**src/rtl/pipe_hazard_ctrl_pkg.sv**
```systemverilog
// -----------------------------------------------------------------------------
// pipe_hazard_ctrl_pkg
//   Shared definitions for the pipeline hazard controller:
//   - STALL_W_DEF : default width of the stall bus (one bit per stage, IF = 0)
//   - DEPTH_W     : width of one REQ_DEPTH field (highest held stage index)
//   - BUBBLE_W    : width of the post-flush bubble down-counter
//   - PC_W        : redirect target width
//   - hz_state_e  : controller FSM state encodings
// -----------------------------------------------------------------------------
package pipe_hazard_ctrl_pkg;

  localparam int STALL_W_DEF = 6;
  localparam int DEPTH_W     = 3;
  localparam int BUBBLE_W    = 4;
  localparam int PC_W        = 32;

  typedef enum logic [1:0] {
    ST_RUN     = 2'd0,
    ST_FLUSH   = 2'd1,
    ST_RECOVER = 2'd2
  } hz_state_e;

endpackage

```
**src/rtl/pipe_hazard_ctrl_sat_counter.sv**
```systemverilog
// -----------------------------------------------------------------------------
// sat_counter
//   Saturating up-counter with synchronous clear.
//   Ports:
//     clk  : rising-edge clock
//     rst  : synchronous active-high reset (count -> 0)
//     clr  : synchronous clear, wins over a same-cycle increment
//     inc  : add one this cycle unless already at all-ones
//     cnt  : current count
// -----------------------------------------------------------------------------
module sat_counter #(
  parameter int W = 32
) (
  input  logic         clk,
  input  logic         rst,
  input  logic         clr,
  input  logic         inc,
  output logic [W-1:0] cnt
);

  always_ff @(posedge clk) begin
    if (rst || clr) begin
      cnt <= '0;
    end else if (inc && (cnt != {W{1'b1}})) begin
      cnt <= cnt + 1'b1;
    end
  end

endmodule

```
**src/rtl/pipe_hazard_ctrl.sv**
```systemverilog
// -----------------------------------------------------------------------------
// pipe_hazard_ctrl
//   Central stall/flush controller for an in-order pipeline.
//   Parameters:
//     NSTAGE       : stall bus width, bit 0 = IF rising toward WB
//     NREQ         : number of stall request sources
//     REQ_DEPTH    : packed NREQ x DEPTH_W; field i = highest stage held by req i
//     FLUSH_BUBBLE : fetch-hold cycles after a flush (1..15)
//     TIMEOUT      : continuous stall cycles that declare deadlock
//     CNTW         : performance counter width
//   Ports:
//     clk, rst     : clock, synchronous active-high reset
//     stall_req    : per-source level stall request (combinational path to stall)
//     flush_req    : redirect request, sampled at clk, flush_pc valid with it
//     perf_clr     : clear both performance counters
//     stall        : per-stage hold, bit k freezes stage k
//     flush        : registered one-cycle flush strobe
//     new_pc       : registered redirect target, valid while flush = 1
//     stall_cnt    : saturating count of cycles with any stall bit set
//     flush_cnt    : saturating count of flush cycles
//     deadlock     : sticky timeout flag
//     state_dbg    : current FSM state
//
//   Request protocol: stall_req is a level with no handshake -- a source holds
//   it for as long as it needs the pipe held and the hold takes effect in the
//   same cycle. flush_req is a single-cycle pulse sampled at the clock edge;
//   it is always accepted, and the most recent flush overrides any in progress.
// -----------------------------------------------------------------------------
module pipe_hazard_ctrl
  import pipe_hazard_ctrl_pkg::*;
#(
  parameter int                       NSTAGE       = STALL_W_DEF,
  parameter int                       NREQ         = 2,
  parameter logic [NREQ*DEPTH_W-1:0]  REQ_DEPTH    = {3'd3, 3'd2},
  parameter int                       FLUSH_BUBBLE = 1,
  parameter int                       TIMEOUT      = 1024,
  parameter int                       CNTW         = 32
) (
  input  logic              clk,
  input  logic              rst,
  input  logic [NREQ-1:0]   stall_req,
  input  logic              flush_req,
  input  logic [PC_W-1:0]   flush_pc,
  input  logic              perf_clr,
  output logic [NSTAGE-1:0] stall,
  output logic              flush,
  output logic [PC_W-1:0]   new_pc,
  output logic [CNTW-1:0]   stall_cnt,
  output logic [CNTW-1:0]   flush_cnt,
  output logic              deadlock,
  output hz_state_e         state_dbg
);

  localparam int RUNW = $clog2(TIMEOUT + 1);

  hz_state_e             state;
  logic [BUBBLE_W-1:0]   bubble;
  logic [RUNW-1:0]       run_cnt;
  logic [NSTAGE-1:0]     run_stall;
  logic                  stall_any;

  // Bits 0..d set. A depth at or beyond the last stage naturally yields all
  // ones, so oversized REQ_DEPTH entries saturate to a full-pipe hold.
  function automatic logic [NSTAGE-1:0] depth_mask(input logic [DEPTH_W-1:0] d);
    logic [NSTAGE-1:0] m;
    m = '0;
    for (int k = 0; k < NSTAGE; k++) begin
      if (k <= int'(d)) m[k] = 1'b1;
    end
    return m;
  endfunction

  // Stall demanded by the requesters alone.
  always_comb begin
    run_stall = '0;
    for (int i = 0; i < NREQ; i++) begin
      if (stall_req[i]) begin
        run_stall = run_stall | depth_mask(REQ_DEPTH[i*DEPTH_W +: DEPTH_W]);
      end
    end
  end

  // FLUSH drops all holds (requests are moot once the pipe is emptied);
  // RECOVER additionally holds IF so no wrong-path fetch escapes.
  always_comb begin
    stall = '0;
    if (!rst) begin
      case (state)
        ST_RUN:     stall = run_stall;
        ST_FLUSH:   stall = '0;
        ST_RECOVER: stall = run_stall | NSTAGE'(1);
        default:    stall = '0;
      endcase
    end
  end

  assign stall_any = |stall;
  assign state_dbg = state;

  // Controller FSM. A flush request in any state restarts the sequence.
  always_ff @(posedge clk) begin
    if (rst) begin
      state  <= ST_RUN;
      flush  <= 1'b0;
      new_pc <= '0;
      bubble <= '0;
    end else begin
      flush <= 1'b0;
      if (flush_req) begin
        state  <= ST_FLUSH;
        flush  <= 1'b1;
        new_pc <= flush_pc;
        bubble <= '0;
      end else begin
        case (state)
          ST_RUN: begin
            state <= ST_RUN;
          end
          ST_FLUSH: begin
            state  <= ST_RECOVER;
            bubble <= BUBBLE_W'(FLUSH_BUBBLE);
          end
          ST_RECOVER: begin
            // bubble holds the cycles remaining including this one
            if (bubble <= BUBBLE_W'(1)) begin
              state  <= ST_RUN;
              bubble <= '0;
            end else begin
              bubble <= bubble - 1'b1;
            end
          end
          default: begin
            state  <= ST_RUN;
            bubble <= '0;
          end
        endcase
      end
    end
  end

  // Continuous-stall watchdog. deadlock rises on the same edge at which the
  // run length reaches TIMEOUT; the run counter parks there afterwards.
  always_ff @(posedge clk) begin
    if (rst) begin
      run_cnt  <= '0;
      deadlock <= 1'b0;
    end else begin
      if (!stall_any) begin
        run_cnt <= '0;
      end else if (run_cnt != RUNW'(TIMEOUT)) begin
        run_cnt <= run_cnt + 1'b1;
      end
      if (stall_any && (run_cnt == RUNW'(TIMEOUT - 1))) begin
        deadlock <= 1'b1;
      end
    end
  end

  sat_counter #(.W(CNTW)) u_stall_cnt (
    .clk (clk),
    .rst (rst),
    .clr (perf_clr),
    .inc (stall_any),
    .cnt (stall_cnt)
  );

  sat_counter #(.W(CNTW)) u_flush_cnt (
    .clk (clk),
    .rst (rst),
    .clr (perf_clr),
    .inc (state == ST_FLUSH),
    .cnt (flush_cnt)
  );

endmodule

```
**config.mk**
```make
export PLATFORM = sky130hd
export DESIGN_NAME = pipe_hazard_ctrl
export DESIGN_NICKNAME = d
export VERILOG_FILES = /design/src/rtl/pipe_hazard_ctrl_pkg.sv /design/src/rtl/pipe_hazard_ctrl_sat_counter.sv /design/src/rtl/pipe_hazard_ctrl.sv
export SDC_FILE = /design/constraint.sdc
export NUM_CORES = 1
export LEC_CHECK = 0
export ABC_AREA = 0
export BUFFER_PORTS_ARGS = -buffer_cell sky130_fd_sc_hd__buf_2
export CAP_MARGIN = 25
export CORE_ASPECT_RATIO = 0.75
export CORE_UTILIZATION = 45
export DETAILED_ROUTE_END_ITERATION = 8
export PLACE_DENSITY = 0.76
export SYNTH_ARGS = -nofsm -noshare
export SYNTH_HDL_FRONTEND = slang
export SYNTH_SLANG_ARGS = --single-unit
```
**constraint.sdc**
```tcl
create_clock -name clk -period 2.1 [get_ports clk]
set_input_delay 0.105 -clock clk [delete_from_list [all_inputs] [get_ports clk]]
set_output_delay 0.105 -clock clk [all_outputs]
set_load 0.01 [all_outputs]
```
==> metrics.cfg <==
[drt]
drt_iter0_markers = 478
dr_total_vias = 5769
dr.pass1.iters = 5
via_per_inst = 5.650
drc = 0
wl_um = 15640
wire_per_inst_um = 15.32
drtAntennaViolNets = 0

[die]
fp.dieArea_um2 = 12580
initial_core_util = 0.4667
die_w_um = 129.2
num_rows = 34
ios = 144
die_y_um = 97.40
coreArea_um2 = 11700

[cells_and_area]
final_cells = 1021
fillers = 909
multiInputGateArea_um2 = 3030
synthToLayoutAreaGrowth_pct = 41.32
final_layout_size_suffix_gt1_frac = 0.3050
regArea_um2 = 2311
nNetsFinal = 894
n_antenna_cell = 0

[worst_hold_path]
hp-class = input pin to flip-flop

[critical_path]
crit_path_end = u_stall_cnt.cnt[30]
arrival_ns = 2.43
worstPathMaxFanout = 6
startpoint_type = flip-flop
cp-startpoint = state_dbg[0]
cp_data_required_time_ns = 2.41
r2r-end = u_stall_cnt.cnt[30]
r2r_slack_ns = -0.02
r2r_start = state_dbg[0]
cp-end-kind = flip-flop
path_class = flip-flop to flip-flop
reg2reg_depth = 7

[sta]
setup_viol_count_final = 2
fin_crit_ns = 2.121
rsz0062_at_grt = true
finalHoldViolations = 0
final.period_utilization = 1.010
clock_skew_ns = 0.009000
fmax_mhz = 471.5
worst_slack_ns = -0.02081
drv_slew = 0
whs_ns = 0.02691
slew_headroom = 0.5863
worst_slew_pin_slew_ns = 0.6205

[status]
violations = negative setup slack
status = finished with violations

[placed_design]
portBuffers = 141
gp_congestion = 0.8378
hpwl_um = 10530
place_inst = 948

[yosys]
synth-edff-count = 0
synth_area_leaders = dfxtp_1, mux2i_1, a21oi_1
synth_top_area_cell = dfxtp_1
synthTopCellsByCount = dfxtp_1, nor2_1, a21oi_1
ys_seq_elements = 115
synth.yosys.seq_area_share = 0.4216
ys.flop_type = dfxtp_1
synth.distinct_cells = 53
yosysMostFrequentCell = dfxtp_1
synth.avg_cell_area_um2 = 8.653
yosysTopAreaCellShare = 0.4216
netlist_area_um2 = 5460
synth_cells = 631
async_flop_share = 0
yosysWarningCount = 0

[clock_network]
root_buffer = clkbuf_16
clk_latency_ns = 0.42
clk_path_buf_depth = 2
numCtsBuffers = 17
h-tree-depth = 4
cts_tree = done
path_clk_slew_ns = 0.06
clock_sinks = 115

[grt]
grt_max_degree = 58
antenna_found_initial = 0
grt_pass1_vias = 5446
grtUsageTotal = 0.2579
grt_pass1_wl_um = 25770
grt_overflow = 0

[power_and_ir_drop]
swShare = 0.2266
peakVddDrop_uv = 630.3
pwr-share-seq = 0.399
power_leakage_nw = 3.190
clkPwrFrac = 0.530
p_comb_frac = 0.070
p_switching_mw = 1.284
internal_power_mw = 4.383
power_density_nw_per_um2 = 734.4

[run]
drv_cap = 0

[timing repair]
item                       4_1_cts  5_1_grt
hold endpoints to repair        33        0
gates resized for setup         10       14
hold buffers                    33        0
setup endpoints to repair       10       42
setup buffers                    4        4
pin swaps                        2        4
[final cells by class]
type	instances	share of cell area
multi-input cells	469	0.3927
flip-flops and latches	115	0.2995
repair buffers	231	0.1944
clock buffers	20	0.06048
well taps	162	0.02627
clock inverters	12	0.02011
inverters	12	0.006486
[worst min-delay path by stage]
stage	startpoint	endpoint	cells after the start
2_1_floorplan	flush_pc[25]	new_pc[25]	2
3_3_place_gp	flush_pc[22]	new_pc[22]	3
3_5_place_dp	flush_pc[8]	new_pc[8]	3
4_1_cts	perf_clr	u_flush_cnt.cnt[13]	3
5_1_grt	perf_clr	u_stall_cnt.cnt[23]	3
6_report	perf_clr	u_flush_cnt.cnt[13]	3
[worst max-delay path, cell delays in order, from the launching register on]
cell and delay, ns:
dfxtp_4 0.36, buf_6 0.13, nor3b_4 0.22, o21ba_4 0.19, or4b_4 0.56, buf_6 0.16, o31a_1 0.23, o21a_1 0.17
[cell families (layout without fill, tap and decap cells)]
kind of cell             after synthesis  after routing  share of synthesized area
AO/OA/AOI/OAI                        126            126                     0.1444
AND/OR/NAND/NOR                      274            274                     0.2702
adder cells (fa/ha/maj)               10             10                    0.02291
XOR/XNOR                              20             20                    0.03208
multiplexers                          37             37                    0.06806
flip-flops                           115            115                     0.4216
other                                  1              2                  0.0006868
buffers and inverters                 48            275                    0.04010
[per-layer routing]
layer / part of all wire / global-route usage / wire length (µm) / vias to the layer above
li1: - / - / - / 2762
met1: 0.46 / 0.3294 / 7143 / 2783
met2: 0.47 / 0.4177 / 7376 / 194
met3: 0.051 / 0.05892 / 799 / 30
met4: 0.020 / 0.1032 / 320 / 0
met5: 0 / 0 / 0 / -
[flip-flops by register name (all words and copies together), names as in the netlist]
register and count:
u_stall_cnt.cnt 32, bubble 4, flush 1, new_pc 32, state_dbg 2, deadlock 1
u_flush_cnt.cnt 32, run_cnt 11
[cell usage in the layout (no fill, tap or decap), drive strengths merged, types with 7 or more instances in the layout]
master,netlist,routed
buf,17,198
dfxtp,115,115
nor2,71,71
a21oi,55,55
nand2,41,41
mux2i,36,36
dlygate4sd3,0,33
nand3,30,30
or4,27,27
o31ai,26,26
or3,25,25
nand4,25,25
o21ai,23,23
clkbuf,19,20
and3,14,14
xnor2,12,12
inv,12,12
nor4,10,10
ha,10,10
xor2,8,8
nor3,7,7
and4,7,7
[power groups by stage]
stage	clock network (mW)	registers, mW	logic, mW
2_1_floorplan	0	2.32	0.181
3_3_place_gp	0	2.30	0.324
3_5_place_dp	0	2.31	0.332
4_1_cts	3.05	2.26	0.387
5_1_grt	3.15	2.27	0.433
6_report	3.01	2.26	0.398
[through the flow]
stage	power (mW)	setup slack, ns	TNS (ns)	utilization	instance area [µm²]
floorplan	2.506	-0.05146	-0.2058	-	5494
global placement	2.627	0.01524	0	0.5653	6614
detailed placement	2.638	-0.04018	-0.1441	0.5653	6614
CTS	5.695	-0.02584	-0.04734	0.6530	7640
global route	5.853	-0.09504	-1.051	0.6596	7716
finish	5.667	-0.02081	-0.02428	0.6596	7716
Note: power is estimated with default switching activity, not from simulation.
